--- src/rtl/decim_stage_scheduler_pkg.sv ---
// Shared types and defaults for the time-shared decimation-stage scheduler.
// The FIR engine itself lives outside this block.
package decim_stage_scheduler_pkg;

  localparam int unsigned DefNumStages = 4;
  localparam int unsigned DefTimeout   = 64;
  localparam int unsigned SampleW      = 16;

  typedef enum logic [1:0] {
    StIdle,
    StIssue,
    StWait,
    StWb
  } state_e;

endpackage

--- src/rtl/stage_priority_pick.sv ---
// Fixed-priority picker: the highest-indexed pending stage wins, so the deepest
// stage drains first.
module stage_priority_pick #(
  parameter int unsigned NUM_STAGES = 4
) (
  input  logic [NUM_STAGES-1:0]         pend_v,
  output logic [$clog2(NUM_STAGES)-1:0] index,
  output logic                          any_valid
);

  localparam int unsigned IdxW = $clog2(NUM_STAGES);

  always_comb begin
    index     = '0;
    any_valid = 1'b0;
    // Ascending scan: a later (higher) hit overrides an earlier one.
    for (int unsigned i = 0; i < NUM_STAGES; i++) begin
      if (pend_v[i]) begin
        index     = IdxW'(i);
        any_valid = 1'b1;
      end
    end
  end

endmodule

--- src/rtl/decim_stage_scheduler.sv ---
// Schedules cascaded decimate-by-2 stages onto one shared FIR engine: each stage
// holds one pending sample and a phase bit; every second job of a stage is forwarded.
module decim_stage_scheduler
  import decim_stage_scheduler_pkg::*;
#(
  parameter int unsigned NUM_STAGES = DefNumStages,
  parameter int unsigned TIMEOUT    = DefTimeout
) (
  input  logic                          clk_in,
  input  logic                          rst_in,
  input  logic                          sample_valid_in,
  input  logic [SampleW-1:0]            sample_in,
  input  logic [3:0]                    right_shift_in,
  output logic                          eng_start,
  output logic [$clog2(NUM_STAGES)-1:0] eng_stage,
  output logic [SampleW-1:0]            eng_data,
  output logic [3:0]                    eng_shift,
  output logic                          eng_emit,
  input  logic                          eng_done,
  input  logic [SampleW-1:0]            eng_result,
  output logic                          out_valid,
  output logic [SampleW-1:0]            out_data,
  output logic                          overrun_out,
  output logic                          timeout_out,
  output logic                          busy_out
);

  localparam int unsigned StageW = $clog2(NUM_STAGES);
  localparam int unsigned CntW   = $clog2(TIMEOUT + 1);
  localparam logic [StageW-1:0] LastStage = StageW'(NUM_STAGES - 1);
  localparam logic [CntW-1:0]   CntLast   = CntW'(TIMEOUT - 1);

  state_e state_q, state_d;

  logic [NUM_STAGES-1:0] pend_v_q, pend_v_d;
  logic [SampleW-1:0]    pend_d_q [NUM_STAGES];
  logic [SampleW-1:0]    pend_d_d [NUM_STAGES];
  logic [NUM_STAGES-1:0] ph_q, ph_d;

  logic [StageW-1:0]  cur_q, cur_d;
  logic [SampleW-1:0] job_data_q, job_data_d;
  logic [3:0]         job_shift_q, job_shift_d;
  logic               job_emit_q, job_emit_d;
  logic [SampleW-1:0] result_q, result_d;
  logic [CntW-1:0]    wait_cnt_q, wait_cnt_d;

  logic               out_valid_q, out_valid_d;
  logic [SampleW-1:0] out_data_q, out_data_d;
  logic               overrun_q, overrun_d;
  logic               timeout_q, timeout_d;

  logic [StageW-1:0] pick_idx;
  logic              pick_any;
  logic [StageW-1:0] next_stage;
  logic              wait_expired;

  stage_priority_pick #(
    .NUM_STAGES (NUM_STAGES)
  ) u_pick (
    .pend_v    (pend_v_q),
    .index     (pick_idx),
    .any_valid (pick_any)
  );

  assign next_stage   = cur_q + 1'b1;
  assign wait_expired = (state_q == StWait) && !eng_done && (wait_cnt_q == CntLast);

  // State register
  always_ff @(posedge clk_in or posedge rst_in) begin
    if (rst_in) begin
      state_q <= StIdle;
    end else begin
      state_q <= state_d;
    end
  end

  // Next-state logic
  always_comb begin
    state_d = state_q;
    unique case (state_q)
      StIdle:  if (pick_any) state_d = StIssue;
      StIssue: state_d = StWait;
      StWait: begin
        if (eng_done) begin
          state_d = StWb;
        end else if (wait_expired) begin
          state_d = StIdle;
        end
      end
      StWb:    state_d = StIdle;
      default: state_d = StIdle;
    endcase
  end

  // FSM outputs
  always_comb begin
    eng_start = (state_q == StIssue);
    busy_out  = (state_q != StIdle);
  end

  always_comb begin
    pend_v_d    = pend_v_q;
    pend_d_d    = pend_d_q;
    ph_d        = ph_q;
    cur_d       = cur_q;
    job_data_d  = job_data_q;
    job_shift_d = job_shift_q;
    job_emit_d  = job_emit_q;
    result_d    = result_q;
    wait_cnt_d  = wait_cnt_q;
    out_valid_d = 1'b0;
    out_data_d  = out_data_q;
    overrun_d   = overrun_q;
    timeout_d   = timeout_q;

    // Job fields are frozen here so later slot writes cannot disturb the engine bus.
    if (state_q == StIdle && pick_any) begin
      cur_d       = pick_idx;
      job_data_d  = pend_d_q[pick_idx];
      job_emit_d  = ph_q[pick_idx];
      job_shift_d = right_shift_in;
    end

    if (state_q == StIssue) begin
      pend_v_d[cur_q] = 1'b0;
      ph_d[cur_q]     = ~ph_q[cur_q];
      wait_cnt_d      = '0;
    end

    if (state_q == StWait) begin
      wait_cnt_d = wait_cnt_q + 1'b1;
      if (eng_done) begin
        result_d = eng_result;
      end
      if (wait_expired) begin
        timeout_d = 1'b1;
      end
    end

    if (state_q == StWb && job_emit_q) begin
      if (cur_q == LastStage) begin
        out_valid_d = 1'b1;
        out_data_d  = result_q;
      end else if (pend_v_q[next_stage]) begin
        overrun_d = 1'b1;
      end else begin
        pend_v_d[next_stage] = 1'b1;
        pend_d_d[next_stage] = result_q;
      end
    end

    // pend_v_d[0] already reflects a same-cycle ISSUE clear, so that case is accepted.
    if (sample_valid_in) begin
      if (pend_v_d[0]) begin
        overrun_d = 1'b1;
      end else begin
        pend_v_d[0] = 1'b1;
        pend_d_d[0] = sample_in;
      end
    end
  end

  always_ff @(posedge clk_in or posedge rst_in) begin
    if (rst_in) begin
      pend_v_q    <= '0;
      ph_q        <= '0;
      for (int unsigned i = 0; i < NUM_STAGES; i++) begin
        pend_d_q[i] <= '0;
      end
      cur_q       <= '0;
      job_data_q  <= '0;
      job_shift_q <= '0;
      job_emit_q  <= 1'b0;
      result_q    <= '0;
      wait_cnt_q  <= '0;
      out_valid_q <= 1'b0;
      out_data_q  <= '0;
      overrun_q   <= 1'b0;
      timeout_q   <= 1'b0;
    end else begin
      pend_v_q    <= pend_v_d;
      ph_q        <= ph_d;
      pend_d_q    <= pend_d_d;
      cur_q       <= cur_d;
      job_data_q  <= job_data_d;
      job_shift_q <= job_shift_d;
      job_emit_q  <= job_emit_d;
      result_q    <= result_d;
      wait_cnt_q  <= wait_cnt_d;
      out_valid_q <= out_valid_d;
      out_data_q  <= out_data_d;
      overrun_q   <= overrun_d;
      timeout_q   <= timeout_d;
    end
  end

  assign eng_stage   = cur_q;
  assign eng_data    = job_data_q;
  assign eng_shift   = job_shift_q;
  assign eng_emit    = job_emit_q;
  assign out_valid   = out_valid_q;
  assign out_data    = out_data_q;
  assign overrun_out = overrun_q;
  assign timeout_out = timeout_q;

endmodule

--- config.mk ---
export PLATFORM = sky130hd
export DESIGN_NAME = decim_stage_scheduler
export DESIGN_NICKNAME = d
export VERILOG_FILES = /design/src/rtl/decim_stage_scheduler_pkg.sv /design/src/rtl/stage_priority_pick.sv /design/src/rtl/decim_stage_scheduler.sv
export SDC_FILE = /design/constraint.sdc
export NUM_CORES = 1
export LEC_CHECK = 0
export CORE_MARGIN = 5
export CORE_UTILIZATION = 52
export CTS_CLUSTER_DIAMETER = 100
export DETAILED_ROUTE_END_ITERATION = 10
export DONT_BUFFER_PORTS = 1
export PLACE_DENSITY_LB_ADDON = 0.2
export SYNTH_ARGS = -nofsm -noshare
export SYNTH_HDL_FRONTEND = slang
export SYNTH_HIERARCHICAL = 1
export SYNTH_SLANG_ARGS = --single-unit
--- constraint.sdc ---
create_clock -name clk_in -period 5.3 [get_ports clk_in]
set_input_delay 1.06 -clock clk_in [delete_from_list [all_inputs] [get_ports clk_in]]
set_output_delay 1.06 -clock clk_in [all_outputs]
set_load 0.02 [all_outputs]
==> summary.md <==
| Metric | Value |
|---|---|
| Via count | 3360 |
| Die X | 119 µm |
| Area leader, netlist | dfrtp_1 |
| PwrDens | 670 mW/mm² |
| Final period util | 57.6% |
| Grt total ovfl | 0 |
| Post-synth ARST share | 100% |
| Post-DP HPWL | 7.79 mm |
| Layout cells sized above 1 | 42.4% |
| Remaining DRCs | 0 |
| Clock Latency Late Sink | between 0.4 and 0.5 ns |
| ANT nets after route | 0 |
| Leakage | between 3 and 4 nW |
| Outcome | completed |
| Synth Instances | between 400 and 500 |
| Distinct cells, synth | 43 |
| CP max FO | 17 |
| Pre-CTS setup slack | ~2.2 ns |
| Ys Warns | 6 |
| Mux contribution to synthesized area | 28.3% |
| Crit end category | register |
| Commonest cells in the netlist | dfrtp_1 (139), mux2_2 (103), mux4_2 (18) |
| RSZ-0062 raised after global routing | no |
| Cell Area, Synth | just over 0.006 mm² |
| Seq cells post-synth | approximately 140 |
| Worst hold path type | reg -> reg |
| VDD IR max | ~260 µV |
| Largest net degree at the start of global routing | just over 80 |
| Ranking of synthesized cells by area | dfrtp_1 (56%), mux2_2 (19%), mux4_2 (6.5%) |
| H-tree depth | 4 |
| EDFF count, synth | 0 |
| Yosys top cell area share | 55.9% |
| # IOs | 84 |
| Crit path DAT | between 3 and 4 ns |
| Total negative slack | 0 ns |
| Starting Density | ~52% |
| Largest family of logic cells by synthesized area | multiplexers |
| Crit start category | register |
| Crit path required time | between 5 and 6 ns |
| Fin nets | about 470 |
| Clock transition at path regs | approximately 0.05 ns |
| DRT Wirelength | 11.9 mm |
| Count leader, synth | dfrtp_1 |
| Antenna violations before repair | 0 |
| Synth Area in XOR/XNOR | 0.141% |
| Net Count, Synth | around 470 |
| Core Area | 0.0119 mm² |
| ANT cells | 0 |
| CTS Hold Buffers Added | 0 |
| WL per Instance | 20.5 µm |
| Synth Area in Compound Gates | 5.17% |
| CTS Root Cell | clkbuf_16 |
| Slew @ Worst Pin | approximately 1.1 ns |
| Area Growth Syn to Fin | 10.1% |
| Setup slack after layout | 2.25 ns |
| DRT iter0 DRCs | 148 |
| Postcts setup bufs | 0 |
| Fin. Hold Viols | 0 |
| Post-Synth Adder-Cell Area | 2.21% |
| Setup CP Type | reg -> reg |
| CTS Buf Count | 17 |
| PortBufs | 0 |
| Cell Rows | 40 |
| Die Area | 0.0142 mm² |
| Clock Sink Count | 139 |
| RD Place Congestion | 0.797 |
| Top FF cell, synth | dfrtp_1 |
| GRT Util Overall | 18.2% |
| CTS Buffer Depth | 2 |
| Slew Limit Fails | 0 |
| First-pass GRT wire length | 19.9 mm |
| Fin crit period | a little over 3 ns |
| Vias in the first global route | about 3600 |
| Via density | 5.78 |
| Overall power | 4.59 mW |
| Gates resized, CTS repair | 0 |
| Final setup violation count | 0 |
| Die Y | roughly 120 µm |
| Worst Skew | approximately 0.011 ns |
| Simple-Gate Fraction of Synth Area | 4.73% |
| Slew headroom | 26.3% |
| Sequential fraction of the synthesis area | 55.9% |
| Max cap viols | 0 |
| FMAX | 0.328 GHz |
| Mean area per synthesized cell | around 15 µm² |
| CTS tree | done |
| DRT Pass-1 Iters | 4 |
critical path: stages (launching register included):
cell and delay [ns]:
dfrtp_1 0.63, inv_1 0.14, ha_1 0.33, mux4_2 0.32, nor3_1 0.28, and2_1 0.81, mux2_2 0.42
final cells by class:
cell class / instances / area, µm²
Sequential cell: 139 / 3480
Clock inverter: 6 / 85.1
Clock buffer: 26 / 499
Multi-Input combinational cell: 247 / 2520
Inverter: 13 / 53.8
Tap cell: 147 / 184
Fill cell: 953 / 5010
Timing Repair Buffer: 3 / 22.5
registers in the layout, indices dropped and copies added, names as in the netlist:
name         count
pend_v_q         4
result_q        16
out_valid        1
pend_d_q        64
eng_emit         1
wait_cnt_q       7
ph_q             4
timeout_out      1
overrun_out      1
eng_data        16
out_data        16
eng_shift        4
eng_stage        2
state_q          2
path summary, 6_finish.rpt:
kind                                           from                       end  slack (ns)  cells past startpoint
min                        pend_d_q[17]$_DFFE_PP0P_  pend_d_q[17]$_DFFE_PP0P_        0.50                      1
min reg2reg                pend_d_q[17]$_DFFE_PP0P_  pend_d_q[17]$_DFFE_PP0P_        0.50                      1
max                        eng_stage[0]$_DFFE_PP0P_  pend_d_q[47]$_DFFE_PP0P_        2.25                      6
min in group asynchronous                    rst_in  out_data[10]$_DFFE_PP0P_        0.62                      1
max in group asynchronous                    rst_in    pend_d_q[49]$_DFF_PP0_        3.46                      2
max reg2reg                eng_stage[0]$_DFFE_PP0P_  pend_d_q[47]$_DFFE_PP0P_        2.25                      6
logic make-up after synthesis:
kind of cell	Yosys count
AO/OA/AOI/OAI	43
flip-flops	139
adder cells (fa/ha/maj)	11
multiplexers	139
XOR/XNOR	1
AND/OR/NAND/NOR	53
buffers and inverters	35
power breakdown:
part	leakage, nW	total (mW)	internal, mW	switching (mW)
logic	1.12	1.42	0.819	0.601
clock network	0.281	1.16	0.741	0.419
registers	1.76	2.01	1.49	0.516
layout by cell type, fill, tap and decap left out, types with 2 or more instances in the layout:
| master | count |
|---|---|
| clkinvlp_4 | 2 |
| mux2i_1 | 17 |
| a21oi_2 | 16 |
| buf_4 | 3 |
| clkbuf_16 | 17 |
| mux2_2 | 103 |
| dfrtp_1 | 139 |
| clkinv_2 | 2 |
| nor2_1 | 7 |
| nand2b_1 | 2 |
| bufinv_16 | 2 |
| a21o_1 | 5 |
| clkbuf_8 | 4 |
| and2_1 | 3 |
| a21oi_1 | 4 |
| nor2_2 | 10 |
| nor2_4 | 3 |
| ha_1 | 11 |
| inv_1 | 12 |
| a21boi_0 | 2 |
| o21ai_0 | 7 |
| mux4_2 | 18 |
| nand2_1 | 15 |
| nand3_1 | 4 |
| clkbuf_1 | 5 |
| or3_1 | 3 |
metal layers:
| layer | share of wire (%) | global-route usage, % | up-vias |
|---|---|---|---|
| met3 | 5.3 | 5.79 | 21 |
| met4 | 1.4 | 7.09 | 0 |
| li1 | - | - | 1515 |
| met5 | 0 | 0 | - |
| met2 | 49 | 28.1 | 81 |
| met1 | 44 | 24.1 | 1743 |
per-stage QoR:
stage | hold WS (ns) | instances | cell area (µm²) | utilization (%)
final | 0.503 | 581 | 6850 | 57.7
after global routing | 0.510 | 581 | 6850 | 57.7
after CTS | 0.504 | 581 | 6850 | 57.7
after detailed placement | 0.491 | 549 | 6260 | 52.8
after global placement | 0.485 | 549 | 6260 | 52.8
after floorplan | 0.457 | 421 | 6220 | -
Power figures use the tool's default switching activity.
